<file path="config.mk">
export PLATFORM = sky130hd
export DESIGN_NAME = iter_divider
export DESIGN_NICKNAME = d
export VERILOG_FILES = /design/src/rtl/iter_divider.sv
export SDC_FILE = /design/constraint.sdc
export NUM_CORES = 1
export LEC_CHECK = 0
export ABC_CLOCK_PERIOD_IN_PS = 4000
export CORE_ASPECT_RATIO = 1.1
export CORE_MARGIN = 2
export CORE_UTILIZATION = 40
export DETAILED_ROUTE_END_ITERATION = 6
export SYNTH_ARGS = -nofsm -noshare
export SYNTH_HDL_FRONTEND = slang
export SYNTH_SLANG_ARGS = --single-unit
</file>
<file path="constraint.sdc">
create_clock -name clk -period 4 [get_ports clk]
set_clock_uncertainty 0.15 [all_clocks]
set_input_delay 0.4 -clock clk [delete_from_list [all_inputs] [get_ports clk]]
set_output_delay 0.4 -clock clk [all_outputs]
set_load 0.01 [all_outputs]
</file>
<file path="src/rtl/iter_divider.sv">
// rtl/iter_divider.sv - 32-bit radix-2 restoring divider, signed/unsigned, 33-cycle latency
// Optional macro ITER_DIV_ZERO_FAST_EN: divide-by-zero skips the iteration loop (busy for 1 cycle).
module iter_divider (
  input  logic        clk,
  input  logic        reset,
  input  logic        start,
  input  logic [31:0] A,
  input  logic [31:0] B,
  input  logic        sign,
  output logic        busy,
  output logic [63:0] result
);

  localparam logic [1:0] S_IDLE = 2'd0;
  localparam logic [1:0] S_DIV  = 2'd1;
  localparam logic [1:0] S_FIX  = 2'd2;

  logic [1:0]  state;
  logic [5:0]  cnt;
  logic [32:0] rem;
  logic [31:0] quo;
  logic [31:0] b_mag;
  logic [31:0] a_keep;
  logic        b_zero;
  logic        neg_q;
  logic        neg_r;

  logic [31:0] a_in_mag;
  logic [31:0] b_in_mag;
  logic [33:0] rem_sh;
  logic [33:0] diff;
  logic [31:0] q_fix;
  logic [31:0] r_fix;

  // Operand magnitudes at the request, one restoring trial step, and the final sign fix-up
  always_comb begin
    a_in_mag = (sign && A[31]) ? (~A + 32'd1) : A;
    b_in_mag = (sign && B[31]) ? (~B + 32'd1) : B;
    rem_sh   = {rem, quo[31]};
    diff     = rem_sh - {2'b00, b_mag};
    q_fix    = neg_q ? (~quo + 32'd1) : quo;
    r_fix    = neg_r ? (~rem[31:0] + 32'd1) : rem[31:0];
  end

  // Control FSM and datapath: launch, iterate 32 steps, correct signs and publish the result
  always_ff @(posedge clk) begin
    if (reset) begin
      state  <= S_IDLE;
      busy   <= 1'b0;
      result <= 64'd0;
      cnt    <= 6'd0;
      rem    <= 33'd0;
      quo    <= 32'd0;
      b_mag  <= 32'd0;
      a_keep <= 32'd0;
      b_zero <= 1'b0;
      neg_q  <= 1'b0;
      neg_r  <= 1'b0;
    end else begin
      case (state)
        S_IDLE: begin
          if (start) begin
            rem    <= 33'd0;
            quo    <= a_in_mag;
            b_mag  <= b_in_mag;
            a_keep <= A;
            b_zero <= (B == 32'd0);
            neg_q  <= sign & (A[31] ^ B[31]);
            neg_r  <= sign & A[31];
            busy   <= 1'b1;
`ifdef ITER_DIV_ZERO_FAST_EN
            if (B == 32'd0) begin
              state <= S_FIX;
              cnt   <= 6'd0;
            end else begin
              state <= S_DIV;
              cnt   <= 6'd32;
            end
`else
            state <= S_DIV;
            cnt   <= 6'd32;
`endif
          end
        end
        S_DIV: begin
          rem <= diff[33] ? rem_sh[32:0] : diff[32:0];
          quo <= {quo[30:0], ~diff[33]};
          cnt <= cnt - 6'd1;
          if (cnt == 6'd1) state <= S_FIX;
        end
        S_FIX: begin
          // Divide-by-zero bypasses sign correction: quotient all ones, remainder is the raw dividend
          result <= b_zero ? {a_keep, 32'hFFFF_FFFF} : {r_fix, q_fix};
          busy   <= 1'b0;
          state  <= S_IDLE;
        end
        default: begin
          state <= S_IDLE;
          busy  <= 1'b0;
        end
      endcase
    end
  end

endmodule

</file>
* Yosys cells after proc, flatten, opt, wreduce, memory -nomap -nowiden
Index checks and enable logic that the tools add are counted.
** Storage, ports and cells
- Logic and storage cells :: 57
- Output and inout bits :: 65
- Flip-flop bits (word level) :: 205
** Operators by class
- Reduce and logical (&&, ||, !) cells :: 9
- Muxes and demuxes :: 17
- Bitwise gates (word level) :: 9
- $add $sub $neg :: 6
- Equality and inequality tests :: 5
** Operators by type and width (count)
- $mux W32 :: 5
- $add A32 B1 Y32 const B :: 4
- $not A32 Y32 :: 4
- $mux W33 :: 2
- $pmux W33 S2 :: 1
- $mux W64 :: 1
- $pmux W32 S2 :: 1
- $sub A34 B32 Y34 :: 1
- $logic_not A32 Y1 :: 1
- $pmux W6 S2 :: 1
- $reduce_and A2 Y1 :: 4
- $eq A6 B1 Y1 const B :: 1
- $mux W6 :: 1
- $sub A6 B1 Y6 const B :: 1
- $mux W2 :: 2
- $ne A2 B2 Y1 const B :: 2
- $pmux W2 S2 :: 1
- $and A1 B1 Y1 :: 2
- $eq A2 B1 Y1 const B :: 1
- $eq A2 B2 Y1 const B :: 1
- $logic_and A1 B1 Y1 :: 2
- $logic_not A2 Y1 :: 1
- $not A1 Y1 :: 2
- $pmux W1 S2 :: 1
- other kinds (3) :: 3

* Depth between registers and ports, before layout
Gate-level depths: netlist of run 1.
- Depth in word-level cells :: 5
- Mapped depth :: 14
- Mapped depth without buffers :: 13

* Worst setup path after synthesis of run 1
OpenSTA, ideal clock, no wires.
- Kind :: register to register
- Start point :: register rem[15]
- End point :: register rem[31]
- Setup slack :: 1066 ps
- Period minus slack after synthesis :: 2934 ps
- Cell stages (with the launch flop) :: 11
- Data required time :: 3776 ps
- Arrival :: 2710 ps
- Path through :: dfxtp_1 > ha_1 > a21oi_1 > o21ai_0 > or4b_2 > a31oi_1 > a21oi_1 > o41ai_1 > xnor2_1 > mux2i_1 > o21ai_0
** Between the ends
- Cells in the longest elaborated chain, start to end :: 3
** Ends and longest elaborated chain
- start, declared :: RTL line 20 : logic [32:0] rem;
- start signal, assigned :: RTL line 86 : rem <= diff[33] ? rem_sh[32:0] : diff[32:0];
- $sub A34 B32 Y34 :: RTL line 40 : diff = rem_sh - {2'b00, b_mag};
- $mux W33 :: RTL line 86
- $pmux W33 S2 :: RTL line 60 : case (state)
No other way between the ends.
A chain may end at the register's enable or synchronous reset.

* Worst setup path in the final report of run 1
- Start point :: register b_mag[20]
- End point :: register rem[28]
** Between the ends
- Cells in the longest elaborated chain, start to end :: 3
** Ends and longest elaborated chain
- start, declared :: RTL line 22 : logic [31:0] b_mag;
- start signal, assigned :: RTL line 65 : b_mag <= b_in_mag;
- $sub A34 B32 Y34 :: RTL line 40
- $mux W33 :: RTL line 86
- $pmux W33 S2 :: RTL line 60
No other way between the ends.

==> summary.txt, run 1 <==
Logic synthesis
  • Main combinational cell family by area after synthesis: compound AO/OA/AOI/OAI gates
  • Synth Flop Type: dfxtp_1
  • Synth Area in Compound Gates: approximately 25%
  • Synthesized area: between 10000 and 15000 um^2
  • Seq/Total Area, Yosys: 34.3%
  • Post-Synth Adder-Cell Area: 4.15%
  • #FFs+latches synth: slightly above 200
  • Synth Area in XOR/XNOR: approximately 11%
  • Post-synthesis mux area share: between 1 and 1.5%
  • Mapped Cells: approximately 1600
  • Post-synthesis simple-gate area fraction: ~20%
  • Number of synthesized flops with an enable pin: 0
  • Synth Net Count: approximately 1700
  • Post-synthesis area per instance: 7.70 um^2
  • Unique cell type count in the Yosys netlist: 66
  • Ys async rst share: 0%
  • Synth area leader: dfxtp_1
  • Synth warn: 0
  • Largest cells by area after synthesis: dfxtp_1 34%, nand2_1 7.4%, xor2_1 7.3%, a21oi_1 6.2%, nor2_1 5.3%
  • Yosys top cell area share: roughly a third

Critical path
  • Worst Setup End Kind: register
  • WP data arrival: roughly 3.6 ns
  • CP max FO: 7
  • CP required: 4.23 ns
  • Critical path's top delay family: compound AO/OA/AOI/OAI gates
  • Highest-delay cell along the critical path: a2111oi_0
  • CP dominant cell by count: o21ai_0
  • Crit path launch type: register
  • Cells along the critical path: inv_1 > ha_1 > a21oi_1 > o21ai_0 > a2111oi_0 > o211a_1 > o211ai_1 > nand4bb_2 > or2_0 > o21ai_0
  • Max stage delay on crit path: 0.68 ns
  • Crit path buffers/inverters: 1
  • Setup CP Type: register to register

Die
  • Die H: 185 um
  • Chip width: roughly 170 um
  • Total core area: 29500 um^2
  • I/O pins: 133
  • Area of the die: ~31000 um^2
  • Rows: between 60 and 70
  • Initial Util: roughly 40%

Timing
  • Worst slew pin tran: roughly 1.1 ns
  • Relative slew slack: a little over a quarter
  • Setup TNS: 0 ns
  • Final hold violations: 0
  • Max Freq: roughly 300 MHz
  • RSZ-0062 raised after global routing: false
  • Tmin final: 3.39 ns
  • Final worst path period share: approximately 85%
  • Final count of negative-setup-slack endpoints: 0
  • Slew Viols, Final: 0

Power
  • Pwr Density: about 420 nW/um^2
  • Leak: about 5.4 nW
  • Power, Total: approximately 6.0 mW
  • VDD IR max: between 0.2 and 0.3 mV

Layout
  • Share of post-route cells with drive strength above 1: between 5 and 6%
  • Final core area utilization: 48.7%
  • Register Area: ~4100 um^2
  • Fillers: between 2000 and 3000
  • Layout area overhead: 20.0%
  • Area of the multi-input gates: about 7300 um^2
  • Final #Nets: roughly 1700
  • N_diodes: 0

Global route
  • Total grt overflow: 0
  • Largest net degree at the start of global routing: 74
  • Vias in the first global route: 10700
  • First-pass GRT wire length: around 57 mm
  • Initial antenna violation count: 0
  • Total GRT Usage: between 20 and 25%

Detailed routing
  • Via density: about 5.6
  • Final ANT Viol Nets: 0
  • DRC Markers: 0
  • Initial DRC Count: approximately 860
  • Detailed Route WL: about 36 mm
  • Routed vias: between 10000 and 15000
  • Avg WL per Cell: between 15 and 20 um
  • Drt pass-1 iters: 7

Clock network
  • CTS resizes: 0
  • H-Tree Depth: 1
  • Root Buffer: clkbuf_16
  • Post-CTS setup buffers: 0
  • Skew-Pair Late Insertion Delay: approximately 0.52 ns
  • Num Clock Sinks: approximately 200
  • Inserted Clock Buffers: 24
  • Clock Pin Slew Worst Setup and Hold Paths: about 0.06 ns
  • # hold bufs at CTS: 0
  • CTS tree: yes
  • CTS Buffer Depth: 3

Placed design
  • Buffers on Ports: between 100 and 150
  • Placed wire-length estimate: 27.3 mm
  • Placer Congestion: between 0.9 and 1

Run status
  • Status: finished clean

Run
  • Max cap viols: 0

Min path
  • Worst Hold Class: input port to register
[layout make-up]
| cell class | instances | area share (%) |
|---|---|---|
| Tap cell | 374 | 3.26 |
| Clock buffer | 36 | 4.86 |
| Clock inverter | 3 | 0.297 |
| Multi-Input combinational cell | 1193 | 50.8 |
| Sequential cell | 205 | 28.6 |
| Timing Repair Buffer | 158 | 10.7 |
| Inverter | 55 | 1.44 |
[cells in the mapped netlist, types with 3 or more instances]
master	instances
o41ai_2	3
nand2b_1	19
o211ai_1	25
o21ai_0	104
o21a_1	4
buf_1	6
o41ai_1	14
or3_1	5
ha_1	38
a311oi_1	10
xnor2_1	48
a32oi_1	6
nor2_1	169
a211oi_1	53
nand2_1	234
o22ai_1	5
mux2i_1	12
dfxtp_1	205
a222oi_1	30
and3_1	4
and2_1	8
buf_2	4
xor2_1	99
and4_1	3
inv_1	54
nor2b_1	6
or2_2	4
a21o_1	10
nor4_1	12
o31ai_1	22
nand4_1	8
nand3_1	19
a21oi_1	149
or4_1	5
clkbuf_1	89
nor3_1	20
a31oi_1	5
or4_4	6
[sequential cells by signal, summed over array words and instances (netlist names)]
register  flops
neg_r         1
cnt           6
rem          33
busy          1
b_mag        32
result       64
quo          32
neg_q         1
state         2
b_zero        1
a_keep       32
[stage by stage]
step	setup WS, ns	hold slack (ns)	instances	area [um^2]
CTS	0.562	0.122	2024	14300
finish	0.612	0.131	2024	14300
global placement	0.516	0.291	1985	13600
floorplan	1.07	0.281	1552	11900
detailed placement	0.501	0.294	1985	13600
global route	0.311	0.139	2024	14300
[worst paths after layout]
kind	start	cells after the start	slack, ns	to
max	b_mag[20]	10	0.61	rem[28]
min	reset	2	0.13	cnt[0]
max reg2reg	b_mag[20]	10	0.61	rem[28]
min reg2reg	result[38]	2	0.30	result[38]
[per-layer routing]
layer	routed length (um)	global-route usage, %	share of wire, %
met5	0	0	0
met4	1190	7.66	3.3
met3	1590	2.46	4.4
met2	17400	39.9	48
met1	16000	28.6	44
[cell usage in the layout (no fill, tap or decap), types with 4 or more instances in the layout]
cell type and instances:
o211ai_1 25, a211oi_1 53, a21o_1 10, xnor2_1 48, clkbuf_16 25, or2_2 4, o31ai_1 22, o41ai_1 14
a32oi_1 6, nand2_1 234, mux2i_1 12, or3_1 5, ha_1 38, o21ai_0 104, clkdlybuf4s50_1 131, buf_4 25
or4_4 6, clkbuf_1 8, and2_1 7, a222oi_1 30, nand2b_1 19, nand3_1 19, o22ai_1 5, a311oi_1 10
dfxtp_1 205, o21a_1 4, xor2_1 99, nor2_1 169, nor4_1 12, and3_1 4, inv_1 54, a21oi_1 149
nor3_1 20, or4_1 5, nand4_1 8, a31oi_1 5
[logic make-up after synthesis]
kind of cell / count (synthesis)
compound gates: 457
xor+xnor: 147
fa+ha+maj: 39
buf+inv: 154
flops: 205
mux: 13
simple gates: 537
[power by group]
part,internal [mW],switching [mW],total (mW)
logic,0.655,0.969,1.62
registers,2.16,0.130,2.29
clock network,1.25,0.859,2.11
(Power assumes the default switching activity.)
==> run 2: changes to the inputs <==
--- a/config.mk
+++ b/config.mk
@@ -5,7 +5,7 @@
 export SDC_FILE = /design/constraint.sdc
 export NUM_CORES = 1
 export LEC_CHECK = 0
-export ABC_CLOCK_PERIOD_IN_PS = 4000
+export ABC_CLOCK_PERIOD_IN_PS = 3500
 export CORE_ASPECT_RATIO = 1.1
 export CORE_MARGIN = 2
 export CORE_UTILIZATION = 40
==> constraint.sdc (replaced) <==
create_clock -name clk -period 3.5 [get_ports clk]
set_clock_uncertainty 0.15 [all_clocks]
set_input_delay 0.35 -clock clk [delete_from_list [all_inputs] [get_ports clk]]
set_output_delay 0.35 -clock clk [all_outputs]
set_load 0.01 [all_outputs]
==> run 2 against run 1 <==
  * The run now ends with design-rule violations left
  * Combinational power grew 18%
  * Worst setup slack got worse by 0.36 ns
  * Register-to-register slack got worse by 0.36 ns
  * Worst hold slack better by 0.17 ns
  * Non-clock buffer count increased by 35
  * Die area unchanged
  * Clock-buffer cell count unchanged
  * Critical path depth increased by 1
  * Critical endpoint is now rem[18]
  * Largest cell class unchanged
==> summary.txt, run 2 (synthesis results as in run 1) <==
Run status
  • Status: complete, but fails checks
  • Failing checks: design-rule violations

Layout
  • Share of post-route cells with drive strength above 1: 7.76% (+2.2 points)
  • Fillers: 2879 (-3.5%)
  • Regs by FF count: result (64), rem (33)
  • Commonest non-fill, non-tap cell in the layout: nand2_1
  • Fin area: 14700 um^2 (+2.7%)
  • Most frequent cells in the layout: 234 x nand2_1, 205 x dfxtp_1, 169 x nor2_1, 149 x a21oi_1, 131 x clkdlybuf4s50_1
  • Final core area utilization: 50.0% (+1.3 points)
  • Most flops, register: result
  • Largest register FFs: 64 (unchanged)
  • Layout area overhead: 23.3%
  • Final #Nets: 1779 (+2.0%)
  • N_diodes: 0 (unchanged)

Timing
  • Relative slew slack: 27.7% (+0.66 points)
  • Final count of negative-setup-slack endpoints: 0 (unchanged)
  • Final worst path period share: 92.7% (+8.0 points)
  • Slew Viols, Final: 0 (unchanged)
  • Final hold violations: 0 (unchanged)
  • Worst slew pin tran: 1.08 ns (-0.00991 ns)
  • RSZ-0062 raised after global routing: false
  • Max Freq: 308 MHz (+4.4%)
  • Setup TNS: 0 ns (unchanged)
  • Tmin final: 3.25 ns (-0.143 ns)

Critical path
  • Crit path launch type: register
  • Worst r2r src: rem[19]
  • WP data arrival: 3.50 ns (-0.12 ns)
  • CP required: 3.75 ns (-0.48 ns)
  • FF-to-FF path depth: 11 (+1)
  • Highest-delay cell along the critical path: a2111oi_1
  • Crit path buffers/inverters: 1 (unchanged)
  • Worst Setup End Kind: register
  • Cells along the critical path: ha_1 > a21oi_1 > o21ai_0 > a2111oi_1 > o211a_1 > o211ai_1 > nand4bb_2 > buf_4 > nor2_1 > a21oi_1 > o21ai_0
  • Max stage delay on crit path: 0.66 ns (-0.02 ns)
  • Reg2reg setup slack: 0.25 ns (-0.36 ns)
  • Setup CP Type: register to register
  • R2r endpoint: rem[18]
  • Critical path's top delay family: compound AO/OA/AOI/OAI gates
  • CP max FO: 27 (+20)

Global route
  • Vias in the first global route: 10700 (+0.46%)
  • Largest net degree at the start of global routing: 89 (+20%)
  • Total grt overflow: 0 (unchanged)
  • Total GRT Usage: 22.6% (+0.042 points)
  • Initial antenna violation count: 0 (unchanged)
  • First-pass GRT wire length: 57.0 mm (+0.30%)

Detailed routing
  • DRC Markers: 5 (+5)
  • Via density: 5.54 (-0.89%)
  • Final ANT Viol Nets: 0 (unchanged)
  • Detailed Route WL: 36.4 mm (+0.69%)
  • Routed vias: 11400 (+1.0%)
  • Initial DRC Count: 989 (+16%)
  • Avg WL per Cell: 17.6 um (-1.2%)
  • Drt pass-1 iters: 7 (unchanged)

Min path
  • Startpoint of the worst hold path: result[37]
  • Worst Hold Class: register to register
  • WHS Path Cells: 2 (unchanged)
  • Hold Path Sink: result[37]

Clock network
  • H-Tree Depth: 1 (unchanged)
  • CTS tree: yes
  • Inserted Clock Buffers: 24 (unchanged)
  • CTS Buffer Depth: 3 (unchanged)
  • Skew-Pair Late Insertion Delay: 0.53 ns (about the same)
  • Clock Pin Slew Worst Setup and Hold Paths: 0.06 ns (about the same)
  • Num Clock Sinks: 205 (unchanged)
  • Post-CTS setup buffers: 0 (unchanged)
  • Root Buffer: clkbuf_16

Power
  • Power, Total: 7.23 mW (+20%)
  • Leak: 5.60 nW (+4.3%)
  • VDD IR max: 0.309 mV (+13%)
  • Pwr Density: 491 nW/um^2 (+17%)

Run
  • Max cap viols: 0 (unchanged)

Placed design
  • Buffers on Ports: 132 (unchanged)
  • Area of placed instances: 13900 um^2 (+1.9%)
  • Placer Congestion: 0.888 (-3.6%)
  • Placed wire-length estimate: 27.5 mm (+0.63%)

Die
  • Total core area: 29500 um^2 (unchanged)
  • Chip width: 169 um (unchanged)
  • Rows: 66 (unchanged)
  • Die H: 185 um (unchanged)
  • I/O pins: 133 (unchanged)
  • Area of the die: 31300 um^2 (unchanged)
  • Initial Util: 40.5% (unchanged)
==> run 2: cell types whose count changed in the layout (fill, tap and decap cells not counted), sizes merged <==
| cell | before | now |
|---|---|---|
| inv | 54 | 55 |
| dlygate4sd3 | 0 | 1 |
| bufinv | 1 | 4 |
| buf | 27 | 61 |
==> run 2: worst min-delay path, delay by kind of cell (launching register included) <==
| kind | cells | cell delay (ns) |
|---|---|---|
| AOI/OAI and AO/OA | 1 | 0.05 |
| and+or+nand+nor | 1 | 0.05 |
| DFF | 1 | 0.30 |
==> run 2: where the power goes <==
group          internal, mW  total [mW]  switching, mW
sequential             2.47        2.61          0.142
combinational         0.784        1.91           1.12
clock                  1.70        2.72           1.01
==> run 2: worst max path at each step <==
stage                            to  startpoint  cells after the start
after CTS                   rem[18]     rem[19]                     11
after global routing         rem[5]   b_mag[20]                     12
after detailed placement  b_mag[19]        B[9]                      8
after floorplan             rem[31]     rem[15]                     10
after global placement    b_mag[19]        B[9]                      8
final                       rem[18]     rem[19]                     11
==> run 2: metrics by stage <==
stage	hold slack, ns	instances	setup WS, ns
2_1_floorplan	0.281	1552	0.566
3_3_place_gp	0.293	2019	0.135
3_5_place_dp	0.293	2019	0.0957
4_1_cts	0.301	2063	0.221
5_1_grt	0.315	2063	0.0283
6_report	0.302	2063	0.255
==> run 2: final cells by class <==
type	instances	area (um^2)	area share, %
clock inverter	7	141	0.960
timing repair buffer	193	1800	12.3
tap	374	468	3.18
sequential	205	4100	27.9
multi-input combinational	1193	7290	49.5
clock buffer	36	717	4.87
inverter	55	206	1.40
==> run 2: routing by layer <==
metal / global-route usage [%] / routed length (um) / share of wire [%] / up-vias
met1: 28.6 / 16200 / 44 / 5317
li1: - / - / - / 5747
met3: 2.39 / 1650 / 4.5 / 67
met2: 39.4 / 17200 / 47 / 302
met5: 0 / 0 / 0 / -
met4: 9.07 / 1350 / 3.7 / 0
==> run 2: timing repair <==
item,in CTS,in global routing
hold endpoints to repair,6,0
hold buffers,1,0
gates resized for setup,0,1
setup endpoints to repair,0,19
